**src/rtl/stream_arb4.sv**
```systemverilog
// stream_arb4: four-source round-robin stream arbiter with a registered output.
//
// One valid/ready source is chosen per cycle by a rotating priority pointer.
// Its payload is steered through a 4:1 mux and captured, together with the
// source index, in a single output register that can be drained and refilled
// on the same edge.
//
// Ports:
//   clk, rst_n           clock, synchronous active-low reset
//   in_valid[3:0]        per-source valid (bit i belongs to in_data{i})
//   in_ready[3:0]        per-source ready, at most one bit high
//   in_data0..in_data3   source payloads, WIDTH bits each
//   out_valid/out_ready  output handshake
//   out_data             registered payload
//   out_src              index of the source that produced out_data
//
// Optional feature (macro STREAM_ARB_LOCK_EN): packet lock. Adds in_last[3:0]
// and out_last. A granted source keeps the grant until its beat with
// in_last=1 is accepted; the pointer only advances on that last beat.
module stream_arb4 #(
  parameter int unsigned WIDTH = 8
) (
  input  logic             clk,
  input  logic             rst_n,
  input  logic [3:0]       in_valid,
  output logic [3:0]       in_ready,
  input  logic [WIDTH-1:0] in_data0,
  input  logic [WIDTH-1:0] in_data1,
  input  logic [WIDTH-1:0] in_data2,
  input  logic [WIDTH-1:0] in_data3,
`ifdef STREAM_ARB_LOCK_EN
  input  logic [3:0]       in_last,
  output logic             out_last,
`endif
  output logic             out_valid,
  input  logic             out_ready,
  output logic [WIDTH-1:0] out_data,
  output logic [1:0]       out_src
);

  logic             out_valid_q, out_valid_d;
  logic [WIDTH-1:0] out_data_q, out_data_d;
  logic [1:0]       out_src_q, out_src_d;
  logic [1:0]       ptr_q, ptr_d;

  logic             load;
  logic             take;
  logic             any_req;
  logic [1:0]       grant;
  logic             rr_any;
  logic [1:0]       rr_grant;
  logic [1:0]       rr_idx;
  logic [WIDTH-1:0] mux_out;

`ifdef STREAM_ARB_LOCK_EN
  logic             lock_q, lock_d;
  logic [1:0]       lock_src_q, lock_src_d;
  logic             out_last_q, out_last_d;
`endif

  // Round-robin search: first valid source starting at ptr and wrapping.
  always_comb begin
    rr_grant = '0;
    rr_any   = 1'b0;
    rr_idx   = '0;
    for (int unsigned k = 0; k < 4; k++) begin
      rr_idx = ptr_q + 2'(k);
      if (!rr_any && in_valid[rr_idx]) begin
        rr_grant = rr_idx;
        rr_any   = 1'b1;
      end
    end
  end

`ifdef STREAM_ARB_LOCK_EN
  // While locked, only the owning source may transfer; its valid alone
  // decides whether a beat is available.
  assign grant   = lock_q ? lock_src_q : rr_grant;
  assign any_req = lock_q ? in_valid[lock_src_q] : rr_any;
`else
  assign grant   = rr_grant;
  assign any_req = rr_any;
`endif

  assign load = !out_valid_q || out_ready;
  assign take = load && any_req;

  always_comb begin
    in_ready = '0;
    if (rst_n && take) begin
      in_ready[grant] = 1'b1;
    end
  end

  always_comb begin
    case (grant)
      2'd0:    mux_out = in_data0;
      2'd1:    mux_out = in_data1;
      2'd2:    mux_out = in_data2;
      default: mux_out = in_data3;
    endcase
  end

  always_comb begin
    out_valid_d = out_valid_q;
    out_data_d  = out_data_q;
    out_src_d   = out_src_q;
    ptr_d       = ptr_q;
`ifdef STREAM_ARB_LOCK_EN
    lock_d      = lock_q;
    lock_src_d  = lock_src_q;
    out_last_d  = out_last_q;
`endif
    if (load) begin
      if (any_req) begin
        out_valid_d = 1'b1;
        out_data_d  = mux_out;
        out_src_d   = grant;
`ifdef STREAM_ARB_LOCK_EN
        out_last_d  = in_last[grant];
        if (in_last[grant]) begin
          lock_d = 1'b0;
          ptr_d  = grant + 2'd1;
        end else begin
          lock_d     = 1'b1;
          lock_src_d = grant;
        end
`else
        ptr_d       = grant + 2'd1;
`endif
      end else begin
        out_valid_d = 1'b0;
      end
    end
  end

  always_ff @(posedge clk) begin
    if (!rst_n) begin
      out_valid_q <= 1'b0;
      out_data_q  <= '0;
      out_src_q   <= '0;
      ptr_q       <= '0;
`ifdef STREAM_ARB_LOCK_EN
      lock_q      <= 1'b0;
      lock_src_q  <= '0;
      out_last_q  <= 1'b0;
`endif
    end else begin
      out_valid_q <= out_valid_d;
      out_data_q  <= out_data_d;
      out_src_q   <= out_src_d;
      ptr_q       <= ptr_d;
`ifdef STREAM_ARB_LOCK_EN
      lock_q      <= lock_d;
      lock_src_q  <= lock_src_d;
      out_last_q  <= out_last_d;
`endif
    end
  end

  assign out_valid = out_valid_q;
  assign out_data  = out_data_q;
  assign out_src   = out_src_q;
`ifdef STREAM_ARB_LOCK_EN
  assign out_last  = out_last_q;
`endif

endmodule

```
**config.mk**
```make
export PLATFORM = sky130hd
export DESIGN_NAME = stream_arb4
export DESIGN_NICKNAME = d
export VERILOG_FILES = /design/src/rtl/stream_arb4.sv
export SDC_FILE = /design/constraint.sdc
export NUM_CORES = 1
export LEC_CHECK = 0
export ABC_AREA = 1
export BUFFER_PORTS_ARGS = -buffer_cell sky130_fd_sc_hd__buf_2
export CAP_MARGIN = 20
export CORE_AREA = 2 2 52 54
export DETAILED_ROUTE_END_ITERATION = 7
export DIE_AREA = 0 0 54 56
export MAX_ROUTING_LAYER = met4
export PLACE_DENSITY = 0.77
export SYNTH_ARGS = -nofsm -noshare
export SYNTH_HDL_FRONTEND = slang
export SYNTH_SLANG_ARGS = --single-unit
```
**constraint.sdc**
```tcl
create_clock -name clk -period 2.6 [get_ports clk]
set_clock_uncertainty 0.2 [all_clocks]
set_input_delay 0.13 -clock clk [delete_from_list [all_inputs] [get_ports clk]]
set_output_delay 0.13 -clock clk [all_outputs]
set_load 0.05 [all_outputs]
```
==> reports/qor.csv, run 1 <==
metric,value,unit
status,"finished, final reports clean",
sequential area share after synthesis,24.36,%
type of the worst setup path,register to output pin,
Max Clock Freq,0.4019,GHz
Post-Place Worst Slack,0.01556,ns
crit end category,output pin,
Via Count,1265,
crit share post-route,95.69,%
NumNets Final,270,
"Worst Setup Slack, final",0.1121,ns
root buf cell,clkbuf_4,
core area,2432,um2
final instance area,1558,um2
TNS Setup,0,ns
CTS tree,yes,
maximum vdd drop,0.001044,V
Critical Path RT,2.27,ns
WP depth,14,
Syn Nets,206,
DP Cell Count,238,
fraction of layout cells with a size suffix above 1,41.78,%
Global Route Usage Sum,19.39,%
crit-path max cell delay,0.38,ns
Port-buffer cells,53,
largest net degree at the start of global routing,17,
DRT Pass-1 Iters,4,
Vias/cell,4.961,
Hold Fails Final Rpt,0,
worst-path maximum fanout,7,
Final GP Congestion,0.8404,
hold path depth,4,
via count of the first global-routing pass,1092,
r2r worst-path depth,14,
worst path cell trace,buf_4 > nand2_1 > nand2_2 > nand2_2 > nand2_2 > nor2_4 > nand3_1 > nand3_2 > nand2_4 > inv_2 > ha_4 > inv_1 > nor2_2 > buf_6,
relative slew slack,81.75,%
Final Slew Violations,0,
die area,3024,um2
number of placement rows,18,
# IOs,54,
post-DP HPWL,2052,um
fin cells,255,
Post-Syn Area per Cell,6.596,um2
"commonest cells after routing, fill and taps aside","buf_2 (49), nand2_1 (45), inv_1 (17), nand3_1 (16), dfxtp_1 (11)",
# H-tree levels,1,
WP buf/inv,4,
pwr/cell area,1679,nW/um2
Starting DRT DRC Count,41,
yosys warns,0,
"Cell Area, Placed",1328,um2
Routed Antenna Nets,0,
CP max stage cell,dfxtp_4,
Worst-Margin Slew,0.2737,ns
post-layout minimum cycle time,2.488,ns
routed len/inst,11.13,um
Layout area overhead,45.78,%
Synth Cell Area,1069,um2
"most common cell after layout, fill and taps aside",buf_2,
main area contributors after synthesis,"dfxtp_1 (24%), nand2_1 (16%), nand3_1 (8.4%), inv_1 (7.0%), a22o_1 (6.6%)",
Longest Clk Path Bufs,2,
Initial Utilization,43.93,%
Post-Route WL,2839,um
cell taking the most area after synthesis,dfxtp_1,
"most used cell, CP",nand2_2,
critical path's top delay family,simple AND/OR/NAND/NOR gates,
Synth cell types,24,
clock buffer count from CTS,3,
Yosys top cell area share,24.36,%
Die Ht,56,um
Die W,54,um
"Clk Latency, worst-skew pair",0.27,ns
clk sinks,13,
first-pass GRT wire length,4436,um
Final setup viols,0,
drc violations,0,
Pwr Total,2615,uW
Yosys reg bits,13,
HP Class,primary input to register,
gate count of the mapped netlist,162,
startpoint types,register,
critical path arrival,2.16,ns
max_cap viols,0,
n_diodes,0,
initial antenna violation count,0,
GRT overflow,0,
Leak,0.0008495,uW
Worst-path clk slew,0.08,ns
## layer usage
metal / share of wire [%] / vias to the layer above / global-route usage [%]
met5: 0 / - / -
met4: 1.5 / 0 / 6.429
met3: 8.1 / 7 / 3.763
met2: 48 / 61 / 31.71
met1: 42 / 541 / 23.25
li1: - / 656 / -
## path summary, 6_finish.rpt
kind	startpoint	to	slack, ns
worst max-delay path	ptr_q[0]	in_ready[2]	0.11
worst min-delay path	out_ready	out_valid	0.006
worst max register to register	ptr_q[0]	out_data[7]	0.17
worst min register to register	out_data[1]	out_data[1]	0.29
## worst reg2reg max path: cells and delay by family, from the launching register on
family	cells	cell delay, ns
simple gates	8	0.72
buf+inv	3	0.44
flops	1	0.38
compound gates	2	0.34
fa+ha+maj	1	0.25
## synth_stat cells
library cell	count
nand2_1	46
inv_1	20
nand3_1	18
dfxtp_1	13
nor2_1	10
a22o_1	8
o22ai_1	8
o21ai_2	6
ha_1	5
clkbuf_1	4
nand2_2	4
o21ai_0	4
buf_6	3
inv_2	2
nand2_4	2
a21oi_1	1
a21oi_2	1
buf_2	1
inv_4	1
inv_6	1
nand3_4	1
nor2_2	1
nor2_4	1
o21ai_1	1
## layout make-up
class                      instances  area [um2]
timing repair buffer              66       402.9
timing repair inverter             1       7.507
inverter                          24       101.3
clock buffer                       4       26.28
fill                             220       874.6
sequential                        13       265.3
multi-input combinational        117       716.9
tap                               30       37.54
## repair_timing
action | 4_1_cts | 5_1_grt
pin swaps | 0 | 1
gates resized for setup | 5 | 20
setup endpoints to repair | 4 | 12
hold buffers | 9 | 0
gates cloned | 0 | 1
hold endpoints to repair | 9 | 0
setup buffers | 0 | 3
## sequential cells by signal (all words and copies together) (netlist names)
signal and count:
out_src 2, out_data 8, ptr_q 2, out_valid 1
## where the power goes
group	leakage [uW]	total, uW	internal [uW]	switching (uW)
logic	0.000726	2150	814	1340
registers	0.000109	340	286	54.4
clock network	0.0000150	123	59.4	63.8
## cells by family (layout without fill, tap and decap cells)
| kind of cell | count (synthesis) | in the layout | synth area share [%] |
|---|---|---|---|
| AOI/OAI and AO/OA | 29 | 29 | 19.79 |
| adders and majority gates | 5 | 5 | 5.855 |
| buffers and inverters | 32 | 95 | 14.17 |
| and+or+nand+nor | 83 | 83 | 35.83 |
| DFF | 13 | 13 | 24.36 |
## through the flow
| step | util (%) | hold WS, ns |
|---|---|---|
| floorplan | - | 0.07193 |
| global placement | 54.58 | 0.2315 |
| detailed placement | 54.58 | 0.2373 |
| CTS | 59.83 | 0.007197 |
| global route | 64.04 | 0.004023 |
| finish | 64.04 | 0.005650 |
(Power assumes the default switching activity.)
==> inputs of run 2 (changes only) <==
--- a/config.mk
+++ b/config.mk
@@ -8,11 +8,13 @@
 export ABC_AREA = 1
 export BUFFER_PORTS_ARGS = -buffer_cell sky130_fd_sc_hd__buf_2
 export CAP_MARGIN = 20
-export CORE_AREA = 2 2 52 54
+export CELL_PAD_IN_SITES_DETAIL_PLACEMENT = 0
+export CELL_PAD_IN_SITES_GLOBAL_PLACEMENT = 1
+export CORE_AREA = 2 2 61 63
 export DETAILED_ROUTE_END_ITERATION = 7
-export DIE_AREA = 0 0 54 56
+export DIE_AREA = 0 0 63 65
 export MAX_ROUTING_LAYER = met4
-export PLACE_DENSITY = 0.77
+export PLACE_DENSITY = 0.82
 export SYNTH_ARGS = -nofsm -noshare
 export SYNTH_HDL_FRONTEND = slang
 export SYNTH_SLANG_ARGS = --single-unit
==> constraint.sdc (replaced) <==
create_clock -name clk -period 3 [get_ports clk]
set_clock_uncertainty 0.2 [all_clocks]
set_input_delay 0.15 -clock clk [delete_from_list [all_inputs] [get_ports clk]]
set_output_delay 0.15 -clock clk [all_outputs]
set_load 0.05 [all_outputs]
==> reports/qor.csv, run 2 (synthesis results as in run 1) <==
metric,value,unit,change
post-DP HPWL,2133,um,+3.9%
pwr/cell area,1362,nW/um2,-19%
clk sinks,13,,unchanged
Die Ht,65,um,+16%
Critical Path RT,2.65,ns,+0.38 ns
RSZ-0062 raised after global routing,false,,
Initial Utilization,30.57,%,-13 points
routed len/inst,9.835,um,-12%
type of the worst setup path,register to output pin,,
drc violations,0,,unchanged
Final Slew Violations,0,,unchanged
GRT overflow,0,,unchanged
"Clk Latency, worst-skew pair",0.27,ns,about the same
Layout area overhead,35.71,%,
fin cells,267,,+4.7%
DRT Pass-1 Iters,5,,+1
DP Cell Count,255,,+7.1%
maximum vdd drop,0.0005558,V,-47%
Worst-path clk slew,0.08,ns,about the same
TNS Setup,0,ns,unchanged
critical path arrival,2.36,ns,+0.20 ns
hold path depth,4,,unchanged
r2r worst-path depth,14,,unchanged
worst r2r dst,out_data[0],,
# H-tree levels,1,,unchanged
worst-path maximum fanout,9,,+2
# IOs,54,,unchanged
Longest Clk Path Bufs,2,,unchanged
post-layout minimum cycle time,2.705,ns,
"commonest cells after routing, fill and taps aside","buf_2 (53), nand2_1 (46), inv_1 (20), nand3_1 (18), dfxtp_1 (12)",,
n_diodes,0,,unchanged
Hold EP,out_valid,,
Via Count,1177,,-7.0%
Max Clock Freq,0.3697,GHz,
clock buffer count from CTS,3,,unchanged
CTS tree,yes,,
FF-to-FF setup slack,0.47,ns,+0.30 ns
largest net degree at the start of global routing,17,,unchanged
die area,4095,um2,+35%
final hold slack,0.01407,ns,+0.008423 ns
Final setup viols,0,,unchanged
Vias/cell,4.408,,-11%
initial antenna violation count,0,,unchanged
number of placement rows,22,,+4
Post-Route WL,2626,um,-7.5%
core area,3496,um2,+44%
Worst-Margin Slew,0.4144,ns,+0.1407 ns
Hold Fails Final Rpt,0,,unchanged
"Cell Area, Placed",1340,um2,+0.94%
Die W,63,um,+17%
final core occ,41.48,%,-23 points
via count of the first global-routing pass,1102,,+0.92%
HP Class,primary input to register,,
Routed Antenna Nets,0,,unchanged
max_cap viols,0,,unchanged
Starting DRT DRC Count,15,,-63%
crit end category,output pin,,
crit share post-route,90.17,%,
Global Route Usage Sum,13.91,%,-5.5 points
startpoint types,register,,
Leak,0.0008169,uW,-3.8%
first-pass GRT wire length,4478,um,+0.95%
status,"finished, final reports clean",,
Final GP Congestion,0.7547,,-10%
max FFs per register,8,,unchanged
relative slew slack,72.34,%,-9.4 points
root buf cell,clkbuf_4,,
NumNets Final,264,,-2.2%
final instance area,1450,um2,-6.9%
worst hold path startpoint,out_ready,,
setup bufs post-CTS,0,,unchanged
R2R Path Start,ptr_q[1],,
Filler Cell Count,386,,+75%
"most common cell after layout, fill and taps aside",buf_2,,
fraction of layout cells with a size suffix above 1,35.62,%,-6.2 points
Port-buffer cells,53,,unchanged
[run 2: metal layers]
layer  vias up  GRT usage, %  share of wire [%]
met5         -             -                  0
met4         0         5.833                1.8
met3         4         1.910                5.7
met2        46         24.20                 47
met1       488         16.11                 46
li1        639             -                  -
[run 2: worst max-delay path by stage]
stage | end | startpoint | slack (ns)
2_1_floorplan | in_ready[2] | ptr_q[0] | 0.36
4_1_cts | in_ready[2] | ptr_q[0] | 0.09
5_1_grt | in_ready[1] | ptr_q[0] | 0.007
3_3_place_gp | out_data[0] | ptr_q[0] | 0.37
6_report | in_ready[1] | ptr_q[0] | 0.29
3_5_place_dp | out_data[0] | ptr_q[0] | 0.36
[run 2: cell type report]
class	count	area [um2]	area share, %
Multi-Input combinational cell	117	659.4	45.47
Timing Repair Buffer	61	345.3	23.81
Sequential cell	13	261.5	18.03
Inverter	24	97.59	6.730
Tap cell	48	60.06	4.142
Clock buffer	4	26.28	1.812
[run 2: repair_timing]
action / in CTS / in global routing
endpoints found under the hold margin: 8 / 0
endpoints found under the setup margin: 0 / 3
gates resized for setup: 0 / 2
hold buffers: 8 / 0
[run 2: worst max-delay path, stage by stage (launching register included)]
cell and delay (ns):
dfxtp_2 0.46, inv_6 0.06, nand2_1 0.08, nand3_1 0.10, nand2_1 0.15, inv_1 0.07
nand3_1 0.11, nand3_1 0.15, inv_1 0.13, ha_1 0.35, inv_1 0.07, nor2_1 0.10
buf_2 0.27
[run 2: metrics by stage]
stage,setup slack [ns],power [uW]
6_report,0.2949,1975
5_1_grt,0.006689,2199
4_1_cts,0.09078,1992
3_5_place_dp,0.3635,1866
3_3_place_gp,0.3722,1869
2_1_floorplan,0.3566,1602
[run 2: where the power goes]
part           switching (uW)  internal [uW]
sequential               56.5            244
combinational            1030            533
clock                    57.9           51.6
